[src/rtl/uart_pkg.sv]
// Shared UART definitions: state encodings, default bit timing, frame length.
// Used by both the receiver and the even-parity transmitter.
package uart_pkg;

  typedef enum logic [2:0] {
    S_IDLE    = 3'd0,
    S_START   = 3'd1,
    S_DATA    = 3'd2,
    S_PARITY  = 3'd3,
    S_STOP    = 3'd4,
    S_CLEANUP = 3'd5,
    S_BREAK   = 3'd6
  } uart_state_e;

  localparam int CLKS_PER_BIT_DEF = 434;
  localparam int FRAME_BITS       = 11;

endpackage

[src/rtl/uart_rx_sync.sv]
// Two-flop synchronizer for the asynchronous serial line; resets to idle (1).
module uart_rx_sync (
  input  logic i_Clock,
  input  logic i_Reset,
  input  logic i_Async,
  output logic o_Sync
);

  logic meta;

  always_ff @(posedge i_Clock) begin
    if (i_Reset) begin
      meta   <= 1'b1;
      o_Sync <= 1'b1;
    end else begin
      meta   <= i_Async;
      o_Sync <= meta;
    end
  end

endmodule

[src/rtl/uart_rx_parity.sv]
// 8E1 UART receiver with mid-cell sampling, parity flag and one-cycle DV pulse.
// Optional UART_RX_FRAME_ERR_EN adds o_Rx_Frame_Err and a BREAK wait after a bad stop.
module uart_rx_parity #(
  parameter int CLKS_PER_BIT = uart_pkg::CLKS_PER_BIT_DEF
) (
  input  logic       i_Clock,
  input  logic       i_Reset,
  input  logic       i_Rx_Serial,
  output logic       o_Rx_DV,
  output logic [7:0] o_Rx_Byte,
  output logic       o_Rx_Parity_Err,
  output logic       o_Rx_Active
`ifdef UART_RX_FRAME_ERR_EN
  ,
  output logic       o_Rx_Frame_Err
`endif
);

  import uart_pkg::*;

  localparam int              CNT_W    = $clog2(CLKS_PER_BIT);
  localparam logic [CNT_W-1:0] CNT_HALF = CNT_W'((CLKS_PER_BIT - 1) / 2);
  localparam logic [CNT_W-1:0] CNT_LAST = CNT_W'(CLKS_PER_BIT - 1);

  uart_state_e      state;
  logic [CNT_W-1:0] clk_cnt;
  logic [2:0]       bit_idx;
  logic [7:0]       rx_shift;
  logic             par_err;
  logic             rx_sync;
`ifdef UART_RX_FRAME_ERR_EN
  logic             brk_pend;
`endif

  uart_rx_sync u_sync (
    .i_Clock (i_Clock),
    .i_Reset (i_Reset),
    .i_Async (i_Rx_Serial),
    .o_Sync  (rx_sync)
  );

  always_ff @(posedge i_Clock) begin
    if (i_Reset) begin
      state           <= S_IDLE;
      clk_cnt         <= '0;
      bit_idx         <= '0;
      rx_shift        <= '0;
      par_err         <= 1'b0;
      o_Rx_DV         <= 1'b0;
      o_Rx_Byte       <= 8'h00;
      o_Rx_Parity_Err <= 1'b0;
      o_Rx_Active     <= 1'b0;
`ifdef UART_RX_FRAME_ERR_EN
      o_Rx_Frame_Err  <= 1'b0;
      brk_pend        <= 1'b0;
`endif
    end else begin
      o_Rx_DV <= 1'b0;
      case (state)
        S_IDLE: begin
          clk_cnt <= '0;
          bit_idx <= '0;
          if (!rx_sync) begin
            state       <= S_START;
            o_Rx_Active <= 1'b1;
          end
        end
        // A start bit that has gone high again by mid-cell is a glitch.
        S_START: begin
          if (clk_cnt == CNT_HALF) begin
            clk_cnt <= '0;
            if (!rx_sync) begin
              state <= S_DATA;
            end else begin
              state       <= S_IDLE;
              o_Rx_Active <= 1'b0;
            end
          end else begin
            clk_cnt <= clk_cnt + 1'b1;
          end
        end
        S_DATA: begin
          if (clk_cnt != CNT_LAST) begin
            clk_cnt <= clk_cnt + 1'b1;
          end else begin
            clk_cnt           <= '0;
            rx_shift[bit_idx] <= rx_sync;
            if (bit_idx == 3'd7) begin
              bit_idx <= '0;
              state   <= S_PARITY;
            end else begin
              bit_idx <= bit_idx + 3'd1;
            end
          end
        end
        S_PARITY: begin
          if (clk_cnt != CNT_LAST) begin
            clk_cnt <= clk_cnt + 1'b1;
          end else begin
            clk_cnt <= '0;
            par_err <= rx_sync ^ (^rx_shift);
            state   <= S_STOP;
          end
        end
        // Outputs are loaded here so they are valid during the CLEANUP cycle.
        S_STOP: begin
          if (clk_cnt != CNT_LAST) begin
            clk_cnt <= clk_cnt + 1'b1;
          end else begin
            clk_cnt         <= '0;
            o_Rx_DV         <= 1'b1;
            o_Rx_Byte       <= rx_shift;
            o_Rx_Parity_Err <= par_err;
`ifdef UART_RX_FRAME_ERR_EN
            o_Rx_Frame_Err  <= ~rx_sync;
            brk_pend        <= ~rx_sync;
`endif
            state           <= S_CLEANUP;
          end
        end
        S_CLEANUP: begin
          clk_cnt     <= '0;
          o_Rx_Active <= 1'b0;
`ifdef UART_RX_FRAME_ERR_EN
          o_Rx_Frame_Err <= 1'b0;
          state          <= brk_pend ? S_BREAK : S_IDLE;
`else
          state          <= S_IDLE;
`endif
        end
`ifdef UART_RX_FRAME_ERR_EN
        // Re-arm only after one uninterrupted high bit cell.
        S_BREAK: begin
          if (!rx_sync) begin
            clk_cnt <= '0;
          end else if (clk_cnt == CNT_LAST) begin
            clk_cnt  <= '0;
            brk_pend <= 1'b0;
            state    <= S_IDLE;
          end else begin
            clk_cnt <= clk_cnt + 1'b1;
          end
        end
`endif
        default: begin
          state       <= S_IDLE;
          clk_cnt     <= '0;
          bit_idx     <= '0;
          o_Rx_Active <= 1'b0;
        end
      endcase
    end
  end

endmodule

[config.mk]
export PLATFORM = sky130hd
export DESIGN_NAME = uart_rx_parity
export DESIGN_NICKNAME = d
export VERILOG_FILES = /design/src/rtl/uart_pkg.sv /design/src/rtl/uart_rx_sync.sv /design/src/rtl/uart_rx_parity.sv
export SDC_FILE = /design/constraint.sdc
export NUM_CORES = 1
export LEC_CHECK = 0
export CORE_UTILIZATION = 45
export CTS_BUF_LIST = sky130_fd_sc_hd__clkbuf_2
export DETAILED_ROUTE_END_ITERATION = 8
export SYNTH_ARGS = -nofsm -noshare
export SYNTH_HDL_FRONTEND = slang
export SYNTH_SLANG_ARGS = --single-unit
[constraint.sdc]
create_clock -name i_Clock -period 6 [get_ports i_Clock]
set_clock_uncertainty 0.15 [all_clocks]
set_input_delay 1.2 -clock i_Clock [delete_from_list [all_inputs] [get_ports i_Clock]]
set_output_delay 1.2 -clock i_Clock [all_outputs]
set_load 0.02 [all_outputs]
; ---- Word level (Yosys, flattened, before mapping)
; Cells that the tools add are included.
[op_classes]
n_mux = 22
n_reduce_logical = 12
bitwise_logic = 5
magnitude_cmp = 2
add_sub_neg = 2
eq_ne = 15
[ops]
columns = cell, n
row1 = 3-bit two-way mux, 8
row2 = 9-bit two-way mux, 2
row3 = 9-bit case mux with 2 select lines, 1
row4 = 3-bit case mux with 5 select lines, 1
row5 = "2-bit != test, second input constant", 6
row6 = "9-bit by 1-bit adder with 9-bit output, second input constant", 1
row7 = "3-bit == test, second input constant", 3
row8 = "9-bit by 8-bit == test with 1-bit output, second input constant", 1
row9 = "9-bit != test, second input constant", 1
row10 = 8-bit bitwise mux, 1
row11 = 2-bit AND reduction, 4
row12 = 8-bit parity, 1
row13 = "3-bit by 2-bit == test with 1-bit output, second input constant", 2
row14 = 3-bit case mux with 2 select lines, 1
row15 = 6-bit AND reduction, 1
row16 = 1-bit two-way mux, 5
row17 = "3-bit by 4-bit < comparator with 1-bit output, second input constant", 1
row18 = 1-bit NOT, 4
row19 = 4-bit AND reduction, 1
row20 = 4-bit OR reduction, 1
row21 = "3-bit by 1-bit adder with 3-bit output, second input constant", 1
row22 = 1-bit demux with 3-bit select, 1
row23 = "3-bit by 1-bit == test with 1-bit output, second input constant", 1
row24 = "3-bit by 1-bit >= comparator with 1-bit output, second input constant", 1
row25 = 8 further kinds, 8
[totals]
wordCells = 69
inputBits = 3
reg_bits = 37

; ---- Depth between registers and ports, before layout
; Gate-level depths: netlist of run 1.
[logic_depth]
ltp_word = 5
ltp_mapped = 8
depth_no_buf = 7

; ---- Hierarchy
; From an unflattened synthesis of run 1, not the netlist that was laid out.
[unflattened]
hier_cells = 194
hier_area_um2 = 1810.5
[modules_own_cells]
columns = mod, seq_area_each_um2, n_inst, area_each_um2, cells_each
row1 = uart_rx_parity, 700.7, 1, 1757.9, 190
row2 = uart_rx_sync, 40.0, 1, 52.6, 4

; ---- Worst setup path before layout of run 1
; Ideal clock, no wire load.
[synth_path]
kind = input to register
from = input i_Reset
to = register bit_idx[0]
t_arrival_ns = 1.861
setup_time_ns = 0.059
path_stages = 3
slack_ns = 3.930
path_buffers = 1
path_cell_list = clkbuf_1 a221oi_1 a22o_1
[synth_lines]
columns = item, line
row1 = "start, declared", uart_rx_parity.sv:7  ; input logic i_Reset,
row2 = "end signal, assigned", uart_rx_parity.sv:92  ; bit_idx <= bit_idx + 3'd1;
row3 = "end, declared", uart_rx_parity.sv:27  ; logic [2:0] bit_idx;

==> metrics.json, run 1 <==
{
  "outcome": {"value": "finished clean"},
  "worst_slack": {"value": 3140, "unit": "ps"},
  "crit_fanout": {"value": 30},
  "num_antenna_cells": {"value": 0},
  "post_cts.resized_instances": {"value": 0},
  "clkSinkCount": {"value": 37},
  "ant_nets": {"value": 0},
  "max_freq": {"value": 349, "unit": "MHz"},
  "synth_cells": {"value": 182},
  "grt_remaining_overflow": {"value": 0},
  "slowest_stage": {"value": "sky130_fd_sc_hd__clkdlybuf4s50_1"},
  "fin_worst_hold_slack": {"value": 285, "unit": "ps"},
  "met1_wire_length": {"value": 1640, "unit": "microns"},
  "stdcell_count": {"value": 241},
  "pwr-share-seq": {"value": 0.598},
  "slowest_delay": {"value": 920, "unit": "ps"},
  "hold_class": {"value": "reg2reg"},
  "critical_path_cell_list": {"value": "clkdlybuf4s50_1 > or3b_1 > nor2_1"},
  "yosys_register_bits": {"value": 37},
  "p_int": {"value": 325, "unit": "uW"},
  "worst_setup_path_end_kind": {"value": "register"},
  "place_congestion": {"value": 0.819},
  "cp_data_arrival_time": {"value": 3030, "unit": "ps"},
  "drtIter0Drc": {"value": 58},
  "synth_edf_count": {"value": 0},
  "grt_pass1_vias": {"value": 1309},
  "drive_above_1_share": {"value": 0.0615},
  "async_flop_share": {"value": 0},
  "post_cts_hold_buffer_count": {"value": 0},
  "floorplan.initialDensity": {"value": 0.491},
  "met2WireLength": {"value": 1440, "unit": "microns"},
  "antenna_found_initial": {"value": 0},
  "power.ir.vdd_worst": {"value": 0.136, "unit": "mV"},
  "worst-slew-pin-transition": {"value": 990, "unit": "ps"},
  "postSynthAreaPerCell": {"value": 9.36, "unit": "sq um"},
  "timing.max_slew.rel_slack": {"value": 0.338},
  "met3_length": {"value": 107, "unit": "microns"},
  "n_fill_cell": {"value": 348},
  "cts.htree.levels": {"value": 2},
  "slew_violations": {"value": 0},
  "cts-buffers-inserted": {"value": 5},
  "crit_type": {"value": "in2reg"},
  "synth_flop_cell": {"value": "sky130_fd_sc_hd__dfxtp_1"},
  "maximum_buffer_depth_of_the_clock_tree": {"value": 2},
  "core_region_area": {"value": 0.00347, "unit": "sq mm"},
  "die_y": {"value": 63.5, "unit": "microns"},
  "mostFrequentLayoutCells": {"value": "sky130_fd_sc_hd__dfxtp_1, sky130_fd_sc_hd__nor2_1, sky130_fd_sc_hd__mux2i_1"},
  "post_cts_setup_repair_buffer_count": {"value": 0},
  "layout_commonest_cell": {"value": "sky130_fd_sc_hd__dfxtp_1"},
  "yosysUniqueCellTypes": {"value": 37},
  "p_comb_frac": {"value": 0.033},
  "worst-endpoint-required": {"value": 6170, "unit": "ps"},
  "num_vias": {"value": 1270},
  "design.die.area": {"value": 0.00403, "unit": "sq mm"},
  "root_buffer": {"value": "sky130_fd_sc_hd__clkbuf_2"},
  "io_pins": {"value": 14},
  "total_leakage_power": {"value": 0.758, "unit": "nW"},
  "totalNegativeSetupSlack": {"value": 0, "unit": "ps"},
  "worst_skew_pair.late_latency": {"value": 390, "unit": "ps"},
  "place_worst_setup_slack": {"value": 2720, "unit": "ps"},
  "buffer_ports.inserted": {"value": 13},
  "placed_cells": {"value": 233},
  "setup_violations": {"value": 0},
  "chipWidth": {"value": 63.5, "unit": "microns"},
  "cpLargestDelayFamily": {"value": "buffers and inverters"},
  "cts_tree": {"value": "built"},
  "critical_path.startpoint_type": {"value": "input pin"},
  "total_power": {"value": 417, "unit": "uW"},
  "worst_setup_hold_path_clk_slew": {"value": 170, "unit": "ps"},
  "power_density": {"value": 219, "unit": "mW/mm^2"},
  "path_buf_inv": {"value": 1},
  "design.final.nets": {"value": 202},
  "totalWireLength": {"value": 3240, "unit": "microns"},
  "max-cap-violations": {"value": 0},
  "routed.top_layer": {"value": "met4"},
  "finalCritPeriodShare": {"value": 0.477},
  "hold_viol": {"value": 0},
  "synthesis.yosys.warnings": {"value": 0},
  "register_area": {"value": 741, "unit": "sq um"},
  "fp-row-count": {"value": 21},
  "post-dp-hpwl": {"value": 2330, "unit": "microns"},
  "drcViolationCount": {"value": 0},
  "multi_input_area": {"value": 898, "unit": "sq um"},
  "power.net_switching": {"value": 92.1, "unit": "uW"},
  "detail_route.wl_per_cell": {"value": 13.5, "unit": "microns"},
  "clockPowerShare": {"value": 0.368},
  "seq_area_frac_synth": {"value": 0.435},
  "post_drt_via_cell_ratio": {"value": 5.27},
  "grt_setup_unrepaired": {"value": "no"},
  "finalWorstPathRequiredPeriod": {"value": 2860, "unit": "ps"},
  "syn_to_final_growth": {"value": 12.1, "unit": "%"},
  "mappedNetlistArea": {"value": 0.00170, "unit": "sq mm"},
  "grt_first_pass_wirelength": {"value": 5860, "unit": "microns"},
  "maximum_number_of_pins_on_one_net_before_global_route_repair": {"value": 31},
  "grtUsageTotal": {"value": 0.187},
  "mappedNetlistNets": {"value": 190},
  "drt_first_pass_iters": {"value": 4},
  "p_sw_frac": {"value": 0.221}
}
-- power by group through the flow --
| stage | sequential (mW) | combinational (mW) | clock, mW |
|---|---|---|---|
| final | 0.250 | 0.0138 | 0.154 |
| after global routing | 0.250 | 0.0152 | 0.168 |
| after global placement | 0.255 | 0.0137 | 0 |
| after CTS | 0.250 | 0.0139 | 0.158 |
| after floorplan | 0.255 | 0.00918 | 0 |
| after detailed placement | 0.255 | 0.0138 | 0 |
-- layout make-up --
type,instances,share of cell area
multi-input cells,132,0.471
flip-flops and latches,37,0.388
repair buffers,13,0.0682
well taps,46,0.0301
clock inverters,2,0.0177
clock buffers,6,0.0157
inverters,5,0.00983
-- cells by family (layout without fill, tap and decap cells) --
group,after synthesis,after routing,share of synthesized area
AOI/OAI and AO/OA,21,21,0.0845
and+or+nand+nor,74,74,0.221
adders and majority gates,5,5,0.0367
xor gates and xnor gates,15,15,0.0852
DFF,37,37,0.435
muxes,17,17,0.0999
buffers and inverters,13,26,0.0375
-- flip-flops by register name, summed over array words and instances, names as in the netlist, 3 cells and up --
signal,count
clk_cnt,9
state,3
rx_shift,8
bit_idx,3
o_Rx_Byte,8
-- worst paths after layout --
check	start	endpoint	slack, ps	cells past startpoint
max	i_Reset	clk_cnt[1]$_SDFF_PP0_	3140	3
min	u_sync.meta$_SDFF_PP1_	u_sync.o_Sync$_SDFF_PP1_	280	1
max reg2reg	clk_cnt[0]$_SDFF_PP0_	clk_cnt[1]$_SDFF_PP0_	3770	7
min reg2reg	u_sync.meta$_SDFF_PP1_	u_sync.o_Sync$_SDFF_PP1_	280	1
-- cells in the mapped netlist, types with 2 or more instances --
cell | instances | area share
sky130_fd_sc_hd__a22o_1 | 4 | 0.021
sky130_fd_sc_hd__nand2_1 | 7 | 0.015
sky130_fd_sc_hd__nor2_1 | 31 | 0.068
sky130_fd_sc_hd__xnor2_1 | 7 | 0.036
sky130_fd_sc_hd__xor2_1 | 7 | 0.036
sky130_fd_sc_hd__a21oi_1 | 5 | 0.015
sky130_fd_sc_hd__nand3_1 | 5 | 0.015
sky130_fd_sc_hd__ha_1 | 5 | 0.037
sky130_fd_sc_hd__nor2b_1 | 3 | 0.011
sky130_fd_sc_hd__nor3_1 | 6 | 0.018
sky130_fd_sc_hd__or2_2 | 3 | 0.011
sky130_fd_sc_hd__nand4_1 | 4 | 0.015
sky130_fd_sc_hd__buf_2 | 3 | 0.0088
sky130_fd_sc_hd__or3b_1 | 2 | 0.010
sky130_fd_sc_hd__o21ai_0 | 5 | 0.015
sky130_fd_sc_hd__dfxtp_1 | 37 | 0.43
sky130_fd_sc_hd__inv_1 | 5 | 0.011
sky130_fd_sc_hd__a21o_1 | 2 | 0.0088
sky130_fd_sc_hd__or3_1 | 5 | 0.018
sky130_fd_sc_hd__clkbuf_1 | 3 | 0.0066
sky130_fd_sc_hd__mux2i_1 | 17 | 0.10
-- through the flow --
step                      cell area [sq um]   util
after CTS                              1910  0.551
after global routing                   1910  0.551
after global placement                 1850  0.532
after detailed placement               1850  0.532
final                                  1910  0.551
after floorplan                        1700      -
-- layer usage --
metal	global-route usage	vias to the layer above
met3	0.0507	6
met4	0.0682	0
met5	0	-
met1	0.238	592
met2	0.299	20
li1	-	652
No activity file was read; power rests on OpenSTA's default activity.
==> run 2, diff against run 1 <==
==> constraint.sdc (replaced) <==
create_clock -name i_Clock -period 2.7 [get_ports i_Clock]
set_clock_uncertainty 0.15 [all_clocks]
set_input_delay 0.54 -clock i_Clock [delete_from_list [all_inputs] [get_ports i_Clock]]
set_output_delay 0.54 -clock i_Clock [all_outputs]
set_load 0.02 [all_outputs]
==> run 2 against run 1 <==
Clock power is 63% higher. Combinational power is 130% higher. Via count shrank 0.24%. Final cell count up 0.41%. Global-route usage shrank 0.69 points. Register-to-register slack lost 3200 ps. Critical path depth increased by 2. Worst setup slack lost 2600 ps. Die area unchanged. First-iteration DRC count grew 41%. Sequential cell count did not move. Hold slack got worse by 1.4 ps. Largest power group unchanged.
==> metrics.json, run 2 (synthesis gave the netlist of run 1 again) <==
{
  "num_antenna_cells": {"value": 0, "change": "unchanged"},
  "detail_route.wl_per_cell": {"value": 13.0, "unit": "microns", "change": "-3.5%"},
  "power.ir.vdd_worst": {"value": 0.325, "unit": "mV", "change": "+140%"},
  "hold_class": {"value": "reg2reg"},
  "r2r_slack": {"value": 540, "unit": "ps", "change": "-3230 ps"},
  "fin_area": {"value": 0.00190, "unit": "sq mm", "change": "-0.72%"},
  "worst-slew-pin-transition": {"value": 440, "unit": "ps", "change": "-550 ps"},
  "stdcell_count": {"value": 242, "change": "+0.41%"},
  "timing.max_slew.rel_slack": {"value": 0.704, "change": "+0.366"},
  "regMostFlops": {"value": "clk_cnt"},
  "setup_violations": {"value": 0, "change": "unchanged"},
  "buffer_ports.inserted": {"value": 13, "change": "unchanged"},
  "placedInstanceArea": {"value": 0.00185, "unit": "sq mm", "change": "+0.41%"},
  "cp_data_arrival_time": {"value": 2320, "unit": "ps", "change": "-710 ps"},
  "num_vias": {"value": 1267, "change": "-0.24%"},
  "antenna_found_initial": {"value": 0, "change": "unchanged"},
  "root_buffer": {"value": "sky130_fd_sc_hd__clkbuf_2"},
  "totalNegativeSetupSlack": {"value": 0, "unit": "ps", "change": "unchanged"},
  "worst_setup_path_end_kind": {"value": "register"},
  "design.die.area": {"value": 0.00403, "unit": "sq mm", "change": "unchanged"},
  "hold_end": {"value": "u_sync.o_Sync$_SDFF_PP1_"},
  "grt_remaining_overflow": {"value": 0, "change": "unchanged"},
  "floorplan.initialDensity": {"value": 0.491, "change": "unchanged"},
  "post_cts.resized_instances": {"value": 0, "change": "unchanged"},
  "crit-reg2reg-launch": {"value": "state[1]$_SDFFE_PP0P_"},
  "maximum_number_of_pins_on_one_net_before_global_route_repair": {"value": 27, "change": "-13%"},
  "totalWireLength": {"value": 3140, "unit": "microns", "change": "-3.1%"},
  "core_region_area": {"value": 0.00347, "unit": "sq mm", "change": "unchanged"},
  "chipWidth": {"value": 63.5, "unit": "microns", "change": "unchanged"},
  "worst_setup_hold_path_clk_slew": {"value": 190, "unit": "ps", "change": "+20 ps"},
  "cts-buffers-inserted": {"value": 5, "change": "unchanged"},
  "finalCritPeriodShare": {"value": 0.800},
  "place_congestion": {"value": 0.831, "change": "+1.4%"},
  "grt_first_pass_wirelength": {"value": 5610, "unit": "microns", "change": "-4.3%"},
  "post_drt_via_cell_ratio": {"value": 5.24, "change": "-0.65%"},
  "drtIter0Drc": {"value": 82, "change": "+41%"},
  "placed_cells": {"value": 234, "change": "+0.43%"},
  "design.final.nets": {"value": 203, "change": "+0.50%"},
  "io_pins": {"value": 14, "change": "unchanged"},
  "hold_viol": {"value": 0, "change": "unchanged"},
  "slew_violations": {"value": 0, "change": "unchanged"},
  "post-dp-hpwl": {"value": 2200, "unit": "microns", "change": "-5.5%"},
  "total_leakage_power": {"value": 0.751, "unit": "nW", "change": "-0.93%"},
  "max_freq": {"value": 463, "unit": "MHz"},
  "finalWorstPathRequiredPeriod": {"value": 2160, "unit": "ps"},
  "clkSinkCount": {"value": 37, "change": "unchanged"},
  "holdCritStartpoint": {"value": "u_sync.meta$_SDFF_PP1_"},
  "post_cts_setup_repair_buffer_count": {"value": 0, "change": "unchanged"},
  "drt_first_pass_iters": {"value": 4, "change": "unchanged"},
  "syn_to_final_growth": {"value": 11.3, "unit": "%"},
  "max-cap-violations": {"value": 0, "change": "unchanged"},
  "maximum_buffer_depth_of_the_clock_tree": {"value": 2, "change": "unchanged"},
  "crit_type": {"value": "reg2reg"},
  "worst-endpoint-required": {"value": 2860, "unit": "ps", "change": "-3310 ps"},
  "grtUsageTotal": {"value": 0.180, "change": "-0.00690"},
  "crit_fanout": {"value": 12, "change": "-60%"},
  "outcome": {"value": "finished clean"},
  "worst-r2r-cell-count": {"value": 5, "change": "-2"},
  "drive_above_1_share": {"value": 0.0714, "change": "+0.00989"},
  "critical_path.startpoint_type": {"value": "register"},
  "post_cts_hold_buffer_count": {"value": 0, "change": "unchanged"},
  "hold_path_cells": {"value": 1, "change": "unchanged"},
  "drcViolationCount": {"value": 0, "change": "unchanged"},
  "worst_skew_pair.late_latency": {"value": 390, "unit": "ps", "change": "about the same"},
  "die_y": {"value": 63.5, "unit": "microns", "change": "unchanged"},
  "largestRegisters": {"value": "clk_cnt (9), o_Rx_Byte (8), rx_shift (8)"},
  "power_density": {"value": 442, "unit": "mW/mm^2", "change": "+100%"},
  "ant_nets": {"value": 0, "change": "unchanged"},
  "mostFrequentLayoutCells": {"value": "sky130_fd_sc_hd__dfxtp_1, sky130_fd_sc_hd__nor2_1, sky130_fd_sc_hd__mux2i_1"},
  "cts_tree": {"value": "built"},
  "layout_commonest_cell": {"value": "sky130_fd_sc_hd__dfxtp_1"},
  "cts.htree.levels": {"value": 2, "change": "unchanged"},
  "grt_pass1_vias": {"value": 1247, "change": "-4.7%"},
  "grt_setup_unrepaired": {"value": "no"},
  "largest_register_ffs": {"value": 9, "change": "unchanged"},
  "fp-row-count": {"value": 21, "change": "unchanged"},
  "critical_path.reg2reg.endpoint": {"value": "rx_shift[4]$_SDFFE_PP0P_"}
}
[run 2: worst max path at each step]
| stage | startpoint | to | cells after the start | slack [ps] |
|---|---|---|---|---|
| final | state[1]$_SDFFE_PP0P_ | rx_shift[4]$_SDFFE_PP0P_ | 5 | 540 |
| after global routing | clk_cnt[1]$_SDFF_PP0_ | bit_idx[0]$_SDFFE_PP0P_ | 7 | 420 |
| after CTS | state[1]$_SDFFE_PP0P_ | rx_shift[4]$_SDFFE_PP0P_ | 5 | 560 |
| after detailed placement | state[1]$_SDFFE_PP0P_ | rx_shift[4]$_SDFFE_PP0P_ | 5 | 580 |
| after global placement | state[1]$_SDFFE_PP0P_ | rx_shift[4]$_SDFFE_PP0P_ | 5 | 590 |
| after floorplan | clk_cnt[0]$_SDFF_PP0_ | o_Rx_Parity_Err$_SDFFE_PP0P_ | 7 | 780 |
[run 2: area by class of cell]
cell class | instances | area [sq um]
inverter | 5 | 18.8
sequential | 37 | 741
fill | 330 | 1570
tap | 46 | 57.6
multi-input combinational | 132 | 898
clock buffer | 5 | 25.0
clock inverter | 3 | 17.5
timing repair buffer | 14 | 138
[run 2: power breakdown]
group	switching, mW	internal, mW
sequential	0.00430	0.551
clock	0.190	0.0604
combinational	0.0171	0.0149
[run 2: critical path, stage by stage, from the launching register on]
cell and delay [ps]:
sky130_fd_sc_hd__dfxtp_1 580, sky130_fd_sc_hd__or3b_4 450, sky130_fd_sc_hd__or3b_1 400, sky130_fd_sc_hd__nor3_1 220, sky130_fd_sc_hd__mux2i_1 220, sky130_fd_sc_hd__nor2_1 60
[run 2: per-layer routing]
metal,GRT usage,vias up,wire length (microns),share of wire
met2,0.258,20,1360,0.43
li1,-,652,-,-
met4,0.0739,0,68,0.022
met5,0,-,0,0
met3,0.0688,8,140,0.045
met1,0.238,587,1570,0.50
[run 2: per-stage QoR]
step / util / setup WS, ps / hold WS, ps / power (mW)
floorplan: - / 776 / 239 / 0.587
global route: 0.547 / 416 / 307 / 0.885
finish: 0.547 / 540 / 283 / 0.838
global placement: 0.534 / 594 / 244 / 0.598
detailed placement: 0.534 / 582 / 243 / 0.598
CTS: 0.547 / 564 / 287 / 0.847
==> run 3, diff against run 2 <==
--- a/config.mk
+++ b/config.mk
@@ -8,6 +8,7 @@
 export CORE_UTILIZATION = 45
 export CTS_BUF_LIST = sky130_fd_sc_hd__clkbuf_2
 export DETAILED_ROUTE_END_ITERATION = 8
+export PLACE_DENSITY = 0.67
 export SYNTH_ARGS = -nofsm -noshare
 export SYNTH_HDL_FRONTEND = slang
 export SYNTH_SLANG_ARGS = --single-unit
==> constraint.sdc (replaced) <==
create_clock -name i_Clock -period 1.9 [get_ports i_Clock]
set_clock_uncertainty 0.15 [all_clocks]
set_input_delay 0.38 -clock i_Clock [delete_from_list [all_inputs] [get_ports i_Clock]]
set_output_delay 0.38 -clock i_Clock [all_outputs]
set_load 0.02 [all_outputs]
==> run 3 against run 2 <==
The run now ends with setup timing left. Routed wire length up 14%. Combinational power is 66% higher. Die area is the same. Total power grew 74%. Sequential power increased by 42%. Critical endpoint is now state[0]$_SDFFE_PP0P_. Largest power group unchanged.
==> metrics.json, run 3 (synthesis gave the netlist of run 1 again) <==
{
  "setup_violations": {"value": 1, "change": "+1"},
  "totalNegativeSetupSlack": {"value": -27.6, "unit": "ps", "change": "-27.6 ps"},
  "n_fill_cell": {"value": 297, "change": "-10%"},
  "place_congestion": {"value": 0.885, "change": "+6.6%"},
  "largest_register_ffs": {"value": 9, "change": "unchanged"},
  "fp-row-count": {"value": 21, "change": "unchanged"},
  "clockPowerShare": {"value": 0.423, "change": "+0.124"},
  "num_antenna_cells": {"value": 0, "change": "unchanged"},
  "num_vias": {"value": 1377, "change": "+8.7%"},
  "cts-buffers-inserted": {"value": 5, "change": "unchanged"},
  "p_int": {"value": 1.16, "unit": "mW", "change": "+85%"},
  "totalWireLength": {"value": 3590, "unit": "microns", "change": "+14%"},
  "power_density": {"value": 654, "unit": "mW/mm^2", "change": "+48%"},
  "design.final.nets": {"value": 223, "change": "+9.9%"},
  "max_freq": {"value": 519, "unit": "MHz", "change": "+12%"},
  "worst_slack": {"value": -27.6, "unit": "ps", "change": "-567 ps"},
  "grtUsageTotal": {"value": 0.199, "change": "+0.0192"},
  "post-dp-hpwl": {"value": 2530, "unit": "microns", "change": "+15%"},
  "finalCritPeriodShare": {"value": 1.01, "change": "+0.214"},
  "maximum_buffer_depth_of_the_clock_tree": {"value": 2, "change": "unchanged"},
  "slew_violations": {"value": 0, "change": "unchanged"},
  "grt_pass1_vias": {"value": 1403, "change": "+13%"},
  "worst_skew_pair.late_latency": {"value": 400, "unit": "ps", "change": "about the same"},
  "post_cts_hold_buffer_count": {"value": 0, "change": "unchanged"},
  "pwr-share-seq": {"value": 0.541, "change": "-0.122"},
  "worst-endpoint-required": {"value": 2040, "unit": "ps", "change": "-820 ps"},
  "p_sw_frac": {"value": 0.203, "change": "-0.0497"},
  "detail_route.wl_per_cell": {"value": 13.7, "unit": "microns", "change": "+5.4%"},
  "mostFrequentLayoutCells": {"value": "sky130_fd_sc_hd__dfxtp_1, sky130_fd_sc_hd__nor2_1, sky130_fd_sc_hd__buf_4"},
  "root_buffer": {"value": "sky130_fd_sc_hd__clkbuf_2"},
  "core_region_area": {"value": 0.00347, "unit": "sq mm", "change": "unchanged"},
  "max-cap-violations": {"value": 0, "change": "unchanged"},
  "fin_worst_hold_slack": {"value": 288, "unit": "ps", "change": "+4.72 ps"},
  "worst-slew-pin-transition": {"value": 412, "unit": "ps", "change": "-27.8 ps"},
  "finalWorstPathRequiredPeriod": {"value": 1930, "unit": "ps", "change": "-233 ps"},
  "antenna_found_initial": {"value": 0, "change": "unchanged"},
  "outcome": {"value": "complete, but fails checks"},
  "timing.max_slew.rel_slack": {"value": 0.725, "change": "+0.0212"},
  "maximum_number_of_pins_on_one_net_before_global_route_repair": {"value": 15, "change": "-44%"},
  "io_pins": {"value": 14, "change": "unchanged"},
  "worst_setup_hold_path_clk_slew": {"value": 170, "unit": "ps", "change": "-20 ps"},
  "worst_setup_path_end_kind": {"value": "register"},
  "power.net_switching": {"value": 296, "unit": "uW", "change": "+40%"},
  "buffer_ports.inserted": {"value": 13, "change": "unchanged"},
  "hold_class": {"value": "reg2reg"},
  "total_leakage_power": {"value": 0.982, "unit": "nW", "change": "+31%"},
  "drive_above_1_share": {"value": 0.264, "change": "+0.192"},
  "fin_area": {"value": 0.00222, "unit": "sq mm", "change": "+17%"},
  "post_drt_via_cell_ratio": {"value": 5.26, "change": "+0.39%"},
  "clkSinkCount": {"value": 37, "change": "unchanged"},
  "layout_commonest_cell": {"value": "sky130_fd_sc_hd__dfxtp_1"},
  "drt_first_pass_iters": {"value": 4, "change": "unchanged"},
  "cts.htree.levels": {"value": 2, "change": "unchanged"},
  "drtIter0Drc": {"value": 48, "change": "-41%"},
  "power.ir.vdd_worst": {"value": 0.517, "unit": "mV", "change": "+59%"},
  "grt_setup_unrepaired": {"value": "yes"},
  "placedInstanceArea": {"value": 0.00199, "unit": "sq mm", "change": "+7.2%"},
  "ant_nets": {"value": 0, "change": "unchanged"},
  "floorplan.initialDensity": {"value": 0.491, "change": "unchanged"},
  "grt_first_pass_wirelength": {"value": 6170, "unit": "microns", "change": "+10%"},
  "crit_fanout": {"value": 3, "change": "-9"},
  "hold_viol": {"value": 0, "change": "unchanged"},
  "crit_type": {"value": "reg2reg"},
  "critical_path.startpoint_type": {"value": "register"},
  "design.die.area": {"value": 0.00403, "unit": "sq mm", "change": "unchanged"},
  "chipWidth": {"value": 63.5, "unit": "microns", "change": "unchanged"},
  "syn_to_final_growth": {"value": 30.6, "unit": "%"},
  "largestRegisters": {"value": "clk_cnt (9), o_Rx_Byte (8), rx_shift (8)"},
  "die_y": {"value": 63.5, "unit": "microns", "change": "unchanged"},
  "p_comb_frac": {"value": 0.037, "change": "about the same"},
  "cp_data_arrival_time": {"value": 2070, "unit": "ps", "change": "-250 ps"},
  "grt_remaining_overflow": {"value": 0, "change": "unchanged"},
  "regMostFlops": {"value": "clk_cnt"},
  "drcViolationCount": {"value": 0, "change": "unchanged"},
  "violations": {"value": "setup timing"},
  "cts_tree": {"value": "built"}
}
-- run 3: power by group through the flow --
stage          sequential [mW]  clock, mW  combinational, mW
6_report                 0.787      0.615             0.0532
5_1_grt                  0.789      0.666             0.0577
4_1_cts                  0.788      0.630             0.0518
3_5_place_dp             0.804          0             0.0532
3_3_place_gp             0.804          0             0.0526
2_1_floorplan            0.805          0             0.0290
-- run 3: critical path, cell delays in order (launching register included) --
cell                       delay (ps)
sky130_fd_sc_hd__dfxtp_2          370
sky130_fd_sc_hd__inv_4             70
sky130_fd_sc_hd__ha_4             110
sky130_fd_sc_hd__and4bb_2         300
sky130_fd_sc_hd__nand2_2           70
sky130_fd_sc_hd__a222oi_1         360
sky130_fd_sc_hd__buf_4            190
sky130_fd_sc_hd__mux2i_1          170
sky130_fd_sc_hd__nor2_1            50
-- run 3: worst paths after layout --
path | start | end | slack (ps) | cells after the start
setup / recovery | clk_cnt[1]$_SDFF_PP0_ | state[0]$_SDFFE_PP0P_ | -30 | 8
hold / removal | u_sync.meta$_SDFF_PP1_ | u_sync.o_Sync$_SDFF_PP1_ | 290 | 1
setup reg to reg | clk_cnt[1]$_SDFF_PP0_ | state[0]$_SDFFE_PP0P_ | -30 | 8
hold reg to reg | u_sync.meta$_SDFF_PP1_ | u_sync.o_Sync$_SDFF_PP1_ | 290 | 1
-- run 3: cell type report --
class	instances	area [sq um]	area share
clock inverter	3	65.1	0.0293
timing repair buffer	34	285	0.128
tap	46	57.6	0.0259
sequential	37	748	0.337
clock buffer	5	25.0	0.0113
multi-input combinational	132	1020	0.458
inverter	5	23.8	0.0107
-- run 3: per-layer routing --
metal	vias to the layer above	share of wire	track usage
li1	692	-	-
met1	654	0.49	0.246
met2	24	0.46	0.315
met3	7	0.035	0.0725
met4	0	0.017	0.0710
met5	-	0	0
-- run 3: stage by stage --
stage | setup WS [ps] | power (mW) | instances | util
floorplan | 3.18 | 0.834 | 182 | -
global placement | -77.9 | 0.856 | 251 | 0.573
detailed placement | -81.7 | 0.858 | 251 | 0.573
CTS | -9.24 | 1.47 | 261 | 0.610
global route | -71.0 | 1.51 | 262 | 0.641
finish | -27.6 | 1.46 | 262 | 0.641
-- run 3: what timing repair did --
item / CTS / global route
setup endpoints to repair: 28 / 33
pin swaps: 3 / 9
gates resized for setup: 19 / 23
buffers inserted: 2 / 1
endpoints found under the hold margin: 0 / 0
